<file path="src/rtl/riscv_pkg.sv">
// rtl/riscv_pkg.sv - shared RV32I load/store funct3 codes, LSU state enum and request decode helpers
package riscv_pkg;

    localparam logic [2:0] F3_LB  = 3'b000;
    localparam logic [2:0] F3_LH  = 3'b001;
    localparam logic [2:0] F3_LW  = 3'b010;
    localparam logic [2:0] F3_LBU = 3'b100;
    localparam logic [2:0] F3_LHU = 3'b101;
    localparam logic [2:0] F3_SB  = 3'b000;
    localparam logic [2:0] F3_SH  = 3'b001;
    localparam logic [2:0] F3_SW  = 3'b010;

    typedef enum logic [1:0] {
        IDLE     = 2'd0,
        WAIT_ACK = 2'd1,
        RESP     = 2'd2
    } lsu_state_e;

    function automatic logic f3_legal(input logic is_store, input logic [2:0] f3);
        logic ok;
        if (is_store)
            ok = (f3 == F3_SB) || (f3 == F3_SH) || (f3 == F3_SW);
        else
            ok = (f3 == F3_LB) || (f3 == F3_LH) || (f3 == F3_LW) ||
                 (f3 == F3_LBU) || (f3 == F3_LHU);
        return ok;
    endfunction

    // funct3[1:0] encodes access size for every legal code; illegal codes are rejected separately
    function automatic logic f3_misaligned(input logic [2:0] f3, input logic [1:0] lo);
        logic mis;
        case (f3[1:0])
            2'b01:   mis = lo[0];
            2'b10:   mis = (lo != 2'b00);
            default: mis = 1'b0;
        endcase
        return mis;
    endfunction

endpackage

</file>
<file path="src/rtl/lsu_load_align.sv">
// rtl/lsu_load_align.sv - selects the addressed byte/halfword of a read word and extends it
module lsu_load_align
    import riscv_pkg::*;
(
    input  logic [31:0] rdata,
    input  logic [1:0]  offset,
    input  logic [2:0]  funct3,
    output logic [31:0] result
);

    logic [7:0]  byte_sel;
    logic [15:0] half_sel;

    always_comb begin
        byte_sel = rdata[{offset, 3'b000} +: 8];
        half_sel = offset[1] ? rdata[31:16] : rdata[15:0];
        case (funct3)
            F3_LB:   result = {{24{byte_sel[7]}}, byte_sel};
            F3_LH:   result = {{16{half_sel[15]}}, half_sel};
            F3_LBU:  result = {24'd0, byte_sel};
            F3_LHU:  result = {16'd0, half_sel};
            default: result = rdata;
        endcase
    end

endmodule

</file>
<file path="src/rtl/lsu_ctrl.sv">
// rtl/lsu_ctrl.sv - load/store unit: one word-aligned memory transaction per pipeline request
module lsu_ctrl
    import riscv_pkg::*;
#(
    parameter int TIMEOUT_CYC = 16,
    parameter int CNT_W       = 8
) (
    input  logic        i_clk,
    input  logic        i_rst_n,
    input  logic        i_req_valid,
    output logic        o_req_ready,
    input  logic        i_is_store,
    input  logic [2:0]  i_funct3,
    input  logic [31:0] i_addr,
    input  logic [31:0] i_wdata,
    output logic        o_mem_req,
    output logic        o_mem_we,
    output logic [31:0] o_mem_addr,
    output logic [3:0]  o_mem_bmask,
    output logic [31:0] o_mem_wdata,
    input  logic        i_mem_ack,
    input  logic [31:0] i_mem_rdata,
    output logic        o_rsp_valid,
    output logic [31:0] o_rsp_rdata,
    output logic        o_misaligned,
    output logic        o_bus_err
);

    lsu_state_e       state;
    logic             is_store_q;
    logic [2:0]       f3_q;
    logic [1:0]       off_q;
    logic [CNT_W-1:0] cnt;
    logic [CNT_W-1:0] cnt_next;
    logic             bad_req;
    logic [3:0]       st_bmask;
    logic [31:0]      st_wdata;
    logic [31:0]      load_data;

    lsu_load_align u_align (
        .rdata  (i_mem_rdata),
        .offset (off_q),
        .funct3 (f3_q),
        .result (load_data)
    );

    assign bad_req  = !f3_legal(i_is_store, i_funct3) || f3_misaligned(i_funct3, i_addr[1:0]);
    assign cnt_next = cnt + 1'b1;

    // Replicate store data across lanes so the memory only needs the byte mask
    always_comb begin
        case (i_funct3[1:0])
            2'b00: begin
                st_wdata = {4{i_wdata[7:0]}};
                st_bmask = 4'b0001 << i_addr[1:0];
            end
            2'b01: begin
                st_wdata = {2{i_wdata[15:0]}};
                st_bmask = i_addr[1] ? 4'b1100 : 4'b0011;
            end
            default: begin
                st_wdata = i_wdata;
                st_bmask = 4'b1111;
            end
        endcase
    end

    always_ff @(posedge i_clk) begin
        if (!i_rst_n) begin
            state        <= IDLE;
            o_req_ready  <= 1'b1;
            o_mem_req    <= 1'b0;
            o_mem_we     <= 1'b0;
            o_mem_addr   <= 32'd0;
            o_mem_bmask  <= 4'd0;
            o_mem_wdata  <= 32'd0;
            o_rsp_valid  <= 1'b0;
            o_rsp_rdata  <= 32'd0;
            o_misaligned <= 1'b0;
            o_bus_err    <= 1'b0;
            is_store_q   <= 1'b0;
            f3_q         <= 3'd0;
            off_q        <= 2'd0;
            cnt          <= '0;
        end else begin
            case (state)
                IDLE: begin
                    if (i_req_valid) begin
                        is_store_q  <= i_is_store;
                        f3_q        <= i_funct3;
                        off_q       <= i_addr[1:0];
                        o_mem_addr  <= {i_addr[31:2], 2'b00};
                        o_mem_we    <= i_is_store;
                        o_mem_bmask <= i_is_store ? st_bmask : 4'b1111;
                        o_mem_wdata <= st_wdata;
                        cnt         <= '0;
                        o_req_ready <= 1'b0;
                        if (bad_req) begin
                            state        <= RESP;
                            o_rsp_valid  <= 1'b1;
                            o_misaligned <= 1'b1;
                            o_rsp_rdata  <= 32'd0;
                        end else begin
                            state     <= WAIT_ACK;
                            o_mem_req <= 1'b1;
                        end
                    end
                end
                WAIT_ACK: begin
                    // An ack on the threshold cycle wins over the timeout
                    if (i_mem_ack) begin
                        state       <= RESP;
                        o_mem_req   <= 1'b0;
                        o_rsp_valid <= 1'b1;
                        o_rsp_rdata <= is_store_q ? 32'd0 : load_data;
                    end else if (TIMEOUT_CYC != 0 && cnt_next == CNT_W'(TIMEOUT_CYC)) begin
                        state       <= RESP;
                        o_mem_req   <= 1'b0;
                        o_rsp_valid <= 1'b1;
                        o_bus_err   <= 1'b1;
                        o_rsp_rdata <= 32'd0;
                    end else begin
                        cnt <= cnt_next;
                    end
                end
                RESP: begin
                    state        <= IDLE;
                    o_rsp_valid  <= 1'b0;
                    o_rsp_rdata  <= 32'd0;
                    o_misaligned <= 1'b0;
                    o_bus_err    <= 1'b0;
                    o_req_ready  <= 1'b1;
                end
                default: state <= IDLE;
            endcase
        end
    end

endmodule

</file>
<file path="config.mk">
export PLATFORM = sky130hd
export DESIGN_NAME = lsu_ctrl
export DESIGN_NICKNAME = d
export VERILOG_FILES = /design/src/rtl/riscv_pkg.sv /design/src/rtl/lsu_load_align.sv /design/src/rtl/lsu_ctrl.sv
export SDC_FILE = /design/constraint.sdc
export NUM_CORES = 1
export LEC_CHECK = 0
export CORE_UTILIZATION = 45
export DETAILED_ROUTE_END_ITERATION = 10
export GPL_TIMING_DRIVEN = 0
export PLACE_DENSITY = 0.87
export SYNTH_ARGS = -nofsm -noshare
export SYNTH_HDL_FRONTEND = slang
export SYNTH_SLANG_ARGS = --single-unit
</file>
<file path="constraint.sdc">
create_clock -name i_clk -period 4.8 [get_ports i_clk]
set_clock_uncertainty 0.2 [all_clocks]
set_input_delay 0.48 -clock i_clk [delete_from_list [all_inputs] [get_ports i_clk]]
set_output_delay 0.48 -clock i_clk [all_outputs]
set_load 0.02 [all_outputs]
</file>
* Word-level counts from Yosys, hierarchy flattened
Cells that the tools add are included.
Operators by class: add/sub/neg operators 1, eq/ne operators 19, shift operators 2, mux-type cells 38, reductions and logical operators 23
Operator list (number):
- 32-bit 2-to-1 mux | 5
- 32-bit case mux with 4 select lines | 1
- 32-bit case mux with 3 select lines | 1
- 32-bit case mux with 2 select lines | 1
- 32-bit by 6-bit indexed part select with 8-bit output | 1
- 8-bit 2-to-1 mux | 3
- 16-bit 2-to-1 mux | 1
- 8-bit case mux with 2 select lines | 1
- 3-bit equality test (second input constant) | 4
- 2-bit inequality test (second input constant) | 6
- 4-bit AND reduction | 3
- 1-bit 2-to-1 mux | 11
- 1-bit case mux with 2 select lines | 5
- 8-bit by 1-bit adder with 8-bit output (second input constant) | 1
- 8-bit by 5-bit equality test with 1-bit output (second input constant) | 1
- 2-bit 2-to-1 mux | 4
- 4-bit 2-to-1 mux | 2
- 4-bit case mux with 2 select lines | 1
- 2-bit nonzero test | 4
- 3-bit by 1-bit equality test with 1-bit output (second input constant) | 2
- 3-bit zero test | 2
- 2-bit AND reduction | 3
- 3-bit AND reduction | 2
- 1-bit logical OR | 5
- other kinds (10) | 13
Storage, ports and cells: flip-flop bits (word level) 119, input bits 104

* Depth between registers and ports, before layout
Gate-level depths: netlist of run 1.
depth in word-level cells 11, depth in mapped cells 10, depth with buffers taken out 7

* Modules after synthesis
Synthesis of run 1 repeated with hierarchy kept, for this count alone.
Unflattened totals: cells, all modules 647, area, all modules 5426.5 um^2
By module, submodules not included:
- lsu_ctrl | times used 1, cells each 529, area each 4665.7 um^2, seq. area each 2382.3 um^2
- lsu_load_align | times used 1, cells each 118, area each 760.7 um^2, seq. area each 0.0 um^2

* Worst setup path before layout of run 1
No wires, ideal clock.
kind input to register, from input port i_funct3[0], to register o_rsp_rdata[1], data arrival time 1.927 ns, required time 4.528 ns, path slack 2.602 ns, stages 10, path buffers 3, cell sequence inv_1 ha_1 buf_2 nor3_1 a21oi_1 a31oi_1 and3_1 buf_6 buf_12 mux2i_1
Between the ends: word-level cells in the longest chain between the ends 10, elaborated cells on any way between the ends 17
Ends and longest elaborated chain:
- start, declared | line lsu_ctrl.sv:13 | input logic [2:0] i_funct3,
- 3-bit by 1-bit equality test with 1-bit output / 3-bit zero test (equally long branches) | line riscv_pkg.sv:22, riscv_pkg.sv:24
- 1-bit logical OR (2 in a row) | line riscv_pkg.sv:22, riscv_pkg.sv:24
- 1-bit logical OR | line riscv_pkg.sv:24 | ok = (f3 == F3_LB) || (f3 == F3_LH) || (f3 == F3_LW) ||
- 1-bit logical OR | line riscv_pkg.sv:25 | (f3 == F3_LBU) || (f3 == F3_LHU);
- 1-bit 2-to-1 mux | line riscv_pkg.sv:21 | if (is_store)
- 1-bit zero test | line lsu_ctrl.sv:47 | assign bad_req = !f3_legal(i_is_store, i_funct3) || f3_misaligned(i_funct3, i_addr[1:0]);
- 1-bit logical OR (*) | line lsu_ctrl.sv:47
- 2-bit inequality test (no line) (*)
- 4-bit AND reduction (no line) (*)
- end signal, assigned | line lsu_ctrl.sv:115 | o_rsp_rdata <= is_store_q ? 32'd0 : load_data;
- end, declared | line lsu_ctrl.sv:24 | output logic [31:0] o_rsp_rdata,
Mark *: on every way between the ends. The rest lies on a longest branch, timed or not. A chain may end at the register's enable or synchronous reset.

* Final worst setup path of run 1
from input port i_funct3[0], to register o_rsp_rdata[29]
The elaborated chain is that of the path after synthesis.

==> results of run 1 <==
==> worst min-delay path: stages, from the launching register on <==
cell and delay [ps]:
dfxtp_1 300, nand2_1 50, mux2i_1 50
==> routing by layer <==
| metal | global-route usage, % | wire length (um) |
|---|---|---|
| met2 | 49.3 | 8850 |
| met1 | 33.6 | 7310 |
| met4 | 13.2 | 584 |
| met3 | 8.41 | 1390 |
| met5 | 0 | 0 |
==> layout by cell type (no fill, tap or decap), types with 12 or more instances in the layout <==
cell / Yosys / layout
clkdlybuf4s50_1: 0 / 207
nand2_1: 160 / 160
dfxtp_1: 119 / 119
a21oi_1: 51 / 51
a21boi_0: 47 / 47
o21ai_0: 42 / 42
clkbuf_1: 35 / 35
mux2i_1: 34 / 34
nand2b_1: 22 / 22
nand3_1: 17 / 17
clkbuf_16: 0 / 17
nor2_1: 12 / 12
==> cell usage after synthesis (7+ instances only) <==
cell / count / area share [%]
a21boi_0: 47 / 6.4
a21oi_1: 51 / 4.6
nand3_1: 17 / 1.5
o22ai_1: 8 / 0.90
o21ai_0: 42 / 3.8
mux2i_1: 34 / 6.1
dfxtp_1: 119 / 43
nor2_1: 12 / 0.81
a221oi_1: 8 / 1.3
ha_1: 7 / 1.6
a211oi_1: 7 / 0.95
nand2_1: 160 / 11
nand2b_1: 22 / 2.5
clkbuf_1: 35 / 2.4
o211a_1: 9 / 1.6
inv_1: 9 / 0.61
o2111ai_1: 7 / 1.1
==> kinds of logic (layout without fill, tap and decap cells) <==
kind of cell	Yosys count	in the layout	synth area share [%]
AND/OR/NAND/NOR	239	239	19.5
AO/OA/AOI/OAI	198	198	23.6
buffers and inverters	59	298	5.27
multiplexers	37	37	6.96
adder cells (fa/ha/maj)	7	7	1.58
other	1	2	0.0677
flip-flops	119	119	43.0
==> final timing paths <==
check / startpoint / endpoint / slack [ps]
max reg2reg: state[0] / o_mem_wdata[19] / 2330
min reg2reg: o_rsp_rdata[5] / o_rsp_rdata[5] / 260
min: o_rsp_rdata[5] / o_rsp_rdata[5] / 260
max: i_funct3[0] / o_rsp_rdata[29] / 2140
==> metrics by stage <==
stage | total power [W] | cells | utilization (%)
2_1_floorplan | 0.00149 | 661 | -
3_5_place_dp | 0.00181 | 1015 | 64.9
6_report | 0.00318 | 1047 | 70.3
4_1_cts | 0.00318 | 1047 | 70.3
3_3_place_gp | 0.00180 | 1015 | 64.9
5_1_grt | 0.00330 | 1047 | 70.3
==> registers in the layout (all words and copies together) (netlist names) <==
name,count
o_mem_bmask,4
is_store_q,1
o_bus_err,1
off_q,2
cnt,8
o_mem_req,1
state,2
o_rsp_rdata,32
o_misaligned,1
f3_q,3
o_req_ready,1
o_mem_wdata,32
o_mem_addr,30
o_rsp_valid,1
==> power by group through the flow <==
stage	clock network, W	registers [W]	logic, W
after floorplan	0	0.00119	0.000302
after global placement	0	0.00112	0.000679
after detailed placement	0	0.00112	0.000687
after CTS	0.00139	0.00110	0.000696
after global routing	0.00144	0.00111	0.000747
final	0.00138	0.00110	0.000701
==> final cells by class <==
| type | instances | area [sq um] | area share, % |
|---|---|---|---|
| Buffer | 50 | 258 | 3.05 |
| Clock buffer | 21 | 480 | 5.69 |
| Clock inverter | 11 | 169 | 2.00 |
| Inverter | 9 | 33.8 | 0.400 |
| Multi-Input combinational cell | 483 | 2870 | 33.9 |
| Sequential cell | 119 | 2380 | 28.2 |
| Tap cell | 147 | 184 | 2.18 |
| Timing Repair Buffer | 207 | 2070 | 24.5 |
==> impl_metrics.py, run 1 <==
metrics = {
    "status": {
        "status": "finished, final reports clean",
    },
    "global_route": {
        "grt-ovfl-total": 0,
        "antenna_found_initial": 0,
        "grt_pass1_vias": 5742,
        "grt_pass1_wl_mm": 28.6,
        "track_usage_pct": 28.9,
        "grt_max_degree": 17,
    },
    "synthesis": {
        "ys_warn_count": 0,
        "syn_area_sq_mm": 0.00554,
        "synth-seq-cells": 119,
        "synth_edf_count": 0,
        "synth-async-reset-ratio_pct": 0,
        "syn-mean-instance-area_sq_um": 8.39,
        "yosys_most_used_dff": "dfxtp_1",
        "ys_types": 49,
        "yosysSeqAreaShare_pct": 43.0,
        "syn_inst": 660,
    },
    "clock_tree": {
        "clockBufferDepth": 2,
        "cts.clk_slew.worst_paths_ps": 50,
        "clock-root-buffer": "clkbuf_16",
        "clk_latency_ps": 420,
        "cts_made_buffers": 17,
        "cts_resized": 0,
        "cts_tree": "built",
        "cts.sinks": 119,
        "post-cts-setup-buffers": 0,
        "postCtsHoldBufs": 0,
        "htree_levels": 4,
    },
    "timing": {
        "report.final.slew_viol_count": 0,
        "layout_setup_ws_ps": 2140,
        "grt_setup_unrepaired": "false",
        "hold_violations": 0,
        "period_minus_slack_ps": 2660,
        "finalSetupTns_ps": 0,
        "slew_headroom_pct": 45.0,
        "period_share_pct": 55.5,
        "max_freq_mhz": 375,
        "finalSetupViolations": 0,
        "tightest_slew_ps": 823,
        "fin_hold_ws_ps": 256,
    },
    "routing": {
        "firstDrtPassIters": 5,
        "viasPerCell": 5.51,
        "totalWireLength_mm": 18.1,
        "avgRoutedWirePerCell_um": 17.3,
        "drc": 0,
        "num_vias": 5771,
        "final_antenna_net_count": 0,
        "drtIter0Drc": 410,
    },
    "critical_path": {
        "path_class": "input port to register",
        "crit_slowest_cell": "clkdlybuf4s50_1",
        "cp_top_family": "buffers and inverters",
        "worst_setup_path_start_kind": "input port",
        "ff2ff_path_depth": 8,
        "slowest_delay_ps": 510,
        "required_ps": 4940,
        "arrival_ps": 2800,
        "crit_chain": "clkdlybuf4s50_1, inv_1, ha_1, buf_2, nor3_1, a21oi_1, a31oi_1, and3_1, buf_6, buf_12, mux2i_1",
        "cp_num_buf_inv": 5,
        "cp.depth": 11,
        "cp_max_fo": 10,
        "cp-end-kind": "register",
    },
    "power": {
        "p_int_w": 0.00231,
        "power_frac_seq_pct": 34.6,
        "powerDensity_mw_per_mm2": 377,
        "swShare_pct": 27.5,
        "p_clk_share_pct": 43.4,
        "power.leakage_nw": 3.16,
        "p_switching_w": 0.000877,
        "vdd_drop_max_mv": 0.262,
        "p_comb_share_pct": 22.0,
    },
    "die": {
        "die_w_um": 113,
        "io_pins": 210,
        "die_h_um": 113,
        "fp.dieArea_sq_mm": 0.0128,
        "row_count": 40,
        "start_util_pct": 46.1,
        "core_region_area_sq_mm": 0.0120,
    },
    "finish": {
        "fillers": 914,
        "antennaDiodeCount": 0,
        "drive_above_1_share_pct": 5.67,
        "area_growth_pct": 52.5,
        "design_area_sq_mm": 0.00845,
        "layout.nets": 998,
    },
    "min_path": {
        "holdPathStages": 2,
        "min_path_type": "register to register",
    },
    "place": {
        "globalplace.congestion": 0.865,
        "place_area_sq_mm": 0.00780,
        "hpwl_mm": 13.3,
        "dpl_worst_slack_ps": 1780,
        "portBuffers": 207,
    },
    "job": {
        "maxCapViolCount": 0,
    },
}
No activity file was read; power rests on OpenSTA's default activity.
==> inputs of run 2 (changes only) <==
CORE_UTILIZATION = 44   (was 45)
PLACE_DENSITY = 0.85   (was 0.87)
clock period = 2.69 ns   (was 4.8 ns; I/O delays follow)
==> impl_metrics.py, run 2 (synthesized netlist as in run 1, its figures left out) <==
metrics = {
    "finish": {
        "antennaDiodeCount": 0,
        "final_common_cell": "clkdlybuf4s50_1",
        "area_growth_pct": 52.9,
        "top_regs": "o_mem_wdata: 32 flops, o_rsp_rdata: 32 flops, o_mem_addr: 30 flops",
        "layout_common_cells": "207 x clkdlybuf4s50_1, 160 x nand2_1, 119 x dfxtp_1, 51 x a21oi_1, 47 x a21boi_0",
        "layout.nets": 998,
        "drive_above_1_share_pct": 5.67,
    },
    "timing": {
        "fin_hold_ws_ps": 204,
        "report.final.slew_viol_count": 0,
        "hold_violations": 0,
        "finalSetupTns_ps": 0,
        "finalSetupViolations": 0,
        "max_freq_mhz": 408,
        "tightest_slew_ps": 882,
        "period_share_pct": 91.1,
        "period_minus_slack_ps": 2450,
        "slew_headroom_pct": 41.1,
        "grt_setup_unrepaired": "false",
    },
    "power": {
        "vdd_drop_max_mv": 0.502,
        "p_comb_share_pct": 22.0,
        "p_clk_share_pct": 43.4,
        "p_int_w": 0.00404,
        "swShare_pct": 28.6,
        "power.leakage_nw": 3.15,
        "power_frac_seq_pct": 34.6,
        "powerDensity_mw_per_mm2": 669,
        "p_switching_w": 0.00162,
    },
    "global_route": {
        "grt_max_degree": 17,
        "use_met1_pct": 31.0,
        "grtUsageMet3_pct": 9.32,
        "grt.busiest_layer": "met2",
        "grt_pass1_wl_mm": 27.6,
        "grt_pass1_vias": 5569,
        "track_usage_pct": 27.5,
        "grt-ovfl-total": 0,
        "antenna_found_initial": 0,
        "grt_util_met2_pct": 46.7,
    },
    "critical_path": {
        "cp_max_fo": 10,
        "required_ps": 2820,
        "regToRegEndpoint": "o_rsp_rdata[8]",
        "path_class": "register to register",
        "arrival_ps": 2580,
        "cp-end-kind": "register",
        "ff2ff_path_depth": 7,
        "reg2reg_from": "state[1]",
        "reg2reg_slack_ps": 240,
        "worst_setup_path_start_kind": "register",
    },
    "die": {
        "core_region_area_sq_mm": 0.0122,
        "row_count": 40,
        "fp.dieArea_sq_mm": 0.0130,
        "io_pins": 210,
        "die_h_um": 114,
        "die_w_um": 114,
        "start_util_pct": 45.5,
    },
    "routing": {
        "avgRoutedWirePerCell_um": 16.5,
        "drtIter0Drc": 325,
        "totalWireLength_mm": 17.6,
        "final_antenna_net_count": 0,
        "drc": 0,
        "viasPerCell": 5.38,
        "firstDrtPassIters": 5,
        "num_vias": 5746,
    },
    "min_path": {
        "holdPathStages": 3,
        "worstHoldEndpoint": "o_mem_wdata[31]",
        "hold_start": "i_wdata[31]",
        "min_path_type": "input port to register",
    },
    "place": {
        "hpwl_mm": 13.0,
        "globalplace.congestion": 0.864,
        "portBuffers": 207,
    },
    "clock_tree": {
        "clockBufferDepth": 2,
        "cts.clk_slew.worst_paths_ps": 60,
        "postCtsHoldBufs": 0,
        "htree_levels": 4,
        "cts.sinks": 119,
        "cts_tree": "built",
        "clk_latency_ps": 410,
        "cts_made_buffers": 17,
        "post-cts-setup-buffers": 0,
        "clock-root-buffer": "clkbuf_16",
        "cts_resized": 0,
    },
    "status": {
        "status": "finished, final reports clean",
    },
    "job": {
        "maxCapViolCount": 0,
    },
}
run 2: area by class of cell:
class	count	area, sq um
fill	932	3700
multi-input combinational	483	2870
sequential	119	2380
timing repair buffer	207	2070
clock buffer	17	425
buffer	50	258
clock inverter	15	216
tap	168	210
inverter	9	33.8
run 2: stage by stage:
| step | worst slack [ps] | instance area [sq um] | utilization (%) | std cells | total power [W] |
|---|---|---|---|---|---|
| final | 238 | 8460 | 69.6 | 1068 | 0.00566 |
| after global routing | 3.70 | 8460 | 69.6 | 1068 | 0.00586 |
| after CTS | 267 | 8460 | 69.6 | 1068 | 0.00566 |
| after detailed placement | -120 | 7820 | 64.3 | 1036 | 0.00322 |
| after global placement | -57.5 | 7820 | 64.3 | 1036 | 0.00321 |
| after floorplan | 584 | 5540 | - | 661 | 0.00266 |
run 2: metal layers:
layer	share of wire, %	vias to the layer above
met5	0	-
met4	3.2	0
met3	8.2	44
met2	48	231
met1	40	2706
li1	-	2765
run 2: how the worst max path moves through the flow:
stage / cells past startpoint / slack [ps] / start / endpoint
after global routing: 8 / 4 / state[1] / o_mem_wdata[21]
final: 7 / 240 / state[1] / o_rsp_rdata[8]
after floorplan: 8 / 580 / cnt[0] / o_rsp_rdata[1]
after detailed placement: 11 / -120 / i_funct3[0] / o_rsp_rdata[3]
after global placement: 11 / -60 / i_funct3[0] / o_rsp_rdata[18]
after CTS: 11 / 270 / i_funct3[0] / o_rsp_rdata[17]
run 2: critical path, stage by stage, from the launching register on:
cell	delay, ps
dfxtp_1	310
inv_1	100
ha_1	240
nand2_1	100
nor3_1	340
clkbuf_1	430
nand4_1	370
o22ai_1	280
run 2: power groups by stage:
stage / registers (W) / clock network, W / logic (W)
finish: 0.00196 / 0.00246 / 0.00124
global placement: 0.00199 / 0 / 0.00122
detailed placement: 0.00199 / 0 / 0.00122
floorplan: 0.00213 / 0 / 0.000538
CTS: 0.00196 / 0.00247 / 0.00124
global route: 0.00197 / 0.00256 / 0.00133
==> inputs of run 3 (changes only) <==
CORE_UTILIZATION = 40   (was 44)
PLACE_DENSITY = 0.82   (was 0.85)
clock period = 2.25 ns   (was 2.69 ns; I/O delays follow)
==> impl_metrics.py, run 3 (synthesized netlist as in run 1, its figures left out) <==
metrics = {
    "timing": {
        "hold_violations": 0,
        "finalSetupViolations": 0,
        "tightest_slew_ps": 876,
        "report.final.slew_viol_count": 0,
        "max_freq_mhz": 454,
        "period_share_pct": 98.0,
        "period_minus_slack_ps": 2200,
        "finalSetupTns_ps": 0,
        "slew_headroom_pct": 41.5,
    },
    "place": {
        "place_area_sq_mm": 0.00783,
        "portBuffers": 207,
        "globalplace.congestion": 0.844,
        "hpwl_mm": 13.2,
    },
    "global_route": {
        "grt-ovfl-total": 0,
        "grt_max_degree": 17,
        "grt_pass1_vias": 5516,
        "antenna_found_initial": 0,
        "track_usage_pct": 25.4,
        "grt_pass1_wl_mm": 28.4,
    },
    "routing": {
        "num_vias": 5744,
        "viasPerCell": 5.32,
        "firstDrtPassIters": 4,
        "totalWireLength_mm": 18.2,
        "final_antenna_net_count": 0,
        "drtIter0Drc": 347,
        "drc": 0,
        "avgRoutedWirePerCell_um": 16.9,
    },
    "critical_path": {
        "reg2reg_from": "cnt[0]",
        "arrival_ps": 2340,
        "reg2reg_slack_ps": 50,
        "cp-end-kind": "register",
        "cp_max_fo": 5,
        "crit_chain": "ha_4, nand2_2, or4_4, o21ai_4, and3_4, buf_8, buf_12, mux2i_1",
        "ff2ff_path_depth": 8,
        "required_ps": 2390,
        "regToRegEndpoint": "o_rsp_rdata[17]",
        "worst_setup_path_start_kind": "register",
        "slowest_delay_ps": 460,
        "crit_slowest_cell": "or4_4",
        "path_class": "register to register",
    },
    "die": {
        "io_pins": 210,
        "row_count": 42,
        "die_h_um": 120,
        "start_util_pct": 41.5,
        "core_region_area_sq_mm": 0.0133,
        "die_w_um": 120,
        "fp.dieArea_sq_mm": 0.0143,
    },
    "clock_tree": {
        "cts.clk_slew.worst_paths_ps": 50,
        "cts_tree": "built",
        "postCtsHoldBufs": 0,
        "cts_made_buffers": 17,
        "cts.sinks": 119,
        "clock-root-buffer": "clkbuf_16",
        "clk_latency_ps": 420,
        "clockBufferDepth": 2,
        "htree_levels": 4,
    },
    "status": {
        "status": "finished, final reports clean",
    },
    "min_path": {
        "holdPathStages": 3,
        "worstHoldEndpoint": "f3_q[0]",
        "min_path_type": "input port to register",
        "hold_start": "i_funct3[0]",
    },
    "finish": {
        "final_common_cell": "clkdlybuf4s50_1",
        "antennaDiodeCount": 0,
        "top_regs": "o_mem_wdata: 32 flops, o_rsp_rdata: 32 flops, o_mem_addr: 30 flops",
        "layout.nets": 1002,
        "area_growth_pct": 55.7,
        "layout_common_cells": "205 x clkdlybuf4s50_1, 158 x nand2_1, 117 x dfxtp_1, 48 x a21oi_1, 47 x a21boi_0",
        "drive_above_1_share_pct": 9.29,
        "design_area_sq_mm": 0.00862,
    },
    "power": {
        "power.leakage_nw": 3.24,
        "powerDensity_mw_per_mm2": 786,
        "vdd_drop_max_mv": 0.550,
    },
    "job": {
        "maxCapViolCount": 0,
    },
}
run 3: changes by cell type in the layout (fill, tap and decap cells not counted), moves of 3 or more:
cell,delta
a21oi_1,-3
a21oi_2,+3
buf_1,-3
buf_4,+6
clkbuf_1,-10
clkbuf_2,+8
clkinv_2,+5
inv_6,-4
run 3: worst max-delay path by stage:
stage / slack, ps / end / from / cells after the start
after detailed placement: -540 / o_rsp_rdata[17] / i_funct3[0] / 11
after global routing: -50 / o_rsp_rdata[9] / state[1] / 8
final: 50 / o_rsp_rdata[17] / cnt[0] / 8
after global placement: -470 / o_rsp_rdata[17] / i_funct3[0] / 11
after floorplan: 140 / o_rsp_rdata[1] / cnt[0] / 8
after CTS: -10 / o_mem_wdata[15] / state[0] / 7
run 3: repair_timing:
| item | in CTS | in global routing |
|---|---|---|
| gates cloned | 0 | 1 |
| endpoints found under the setup margin | 103 | 99 |
| buffers inserted | 3 | 3 |
| resized for setup | 21 | 16 |
| pin swaps | 1 | 1 |
run 3: worst max-delay path: cells and delay by family (launching register included):
| family | cells | cell delay [ps] |
|---|---|---|
| and+or+nand+nor | 3 | 740 |
| DFF | 1 | 370 |
| buffers and inverters | 2 | 270 |
| muxes | 1 | 200 |
| AOI/OAI and AO/OA | 1 | 180 |
| adders and majority gates | 1 | 150 |
run 3: final cells by class:
class                           count  area [sq um]
Timing Repair Buffer              214          2140
Buffer                             47           263
Clock inverter                     13           178
Inverter                            9          33.8
Multi-Input combinational cell    483          2950
Clock buffer                       19           453
Tap cell                          176           220
Fill cell                        1141          4730
Sequential cell                   119          2390
run 3: where the power goes:
part / switching, W / internal, W / leakage, nW
sequential: 0.0000846 / 0.00226 / 0.975
combinational: 0.000811 / 0.000738 / 1.95
clock: 0.000987 / 0.00190 / 0.308
run 3: layer usage:
metal  up-vias  wire [um]  global-route usage (%)
li1       2777          -                       -
met1      2704       7530                    31.2
met2       216       8720                    40.3
met3        47       1350                    8.22
met4         0        633                    11.6
met5         -          0                       0
run 3: through the flow:
step / cells / util, % / hold WS (ps) / power (W) / worst slack [ps]
after floorplan: 661 / - / 164 / 0.00319 / 144
after global placement: 1044 / 58.7 / 241 / 0.00384 / -465
after detailed placement: 1044 / 58.7 / 247 / 0.00386 / -545
after CTS: 1077 / 64.0 / 53.4 / 0.00675 / -10.3
after global routing: 1080 / 64.6 / 90.4 / 0.00703 / -53.0
final: 1080 / 64.6 / 60.7 / 0.00678 / 45.2
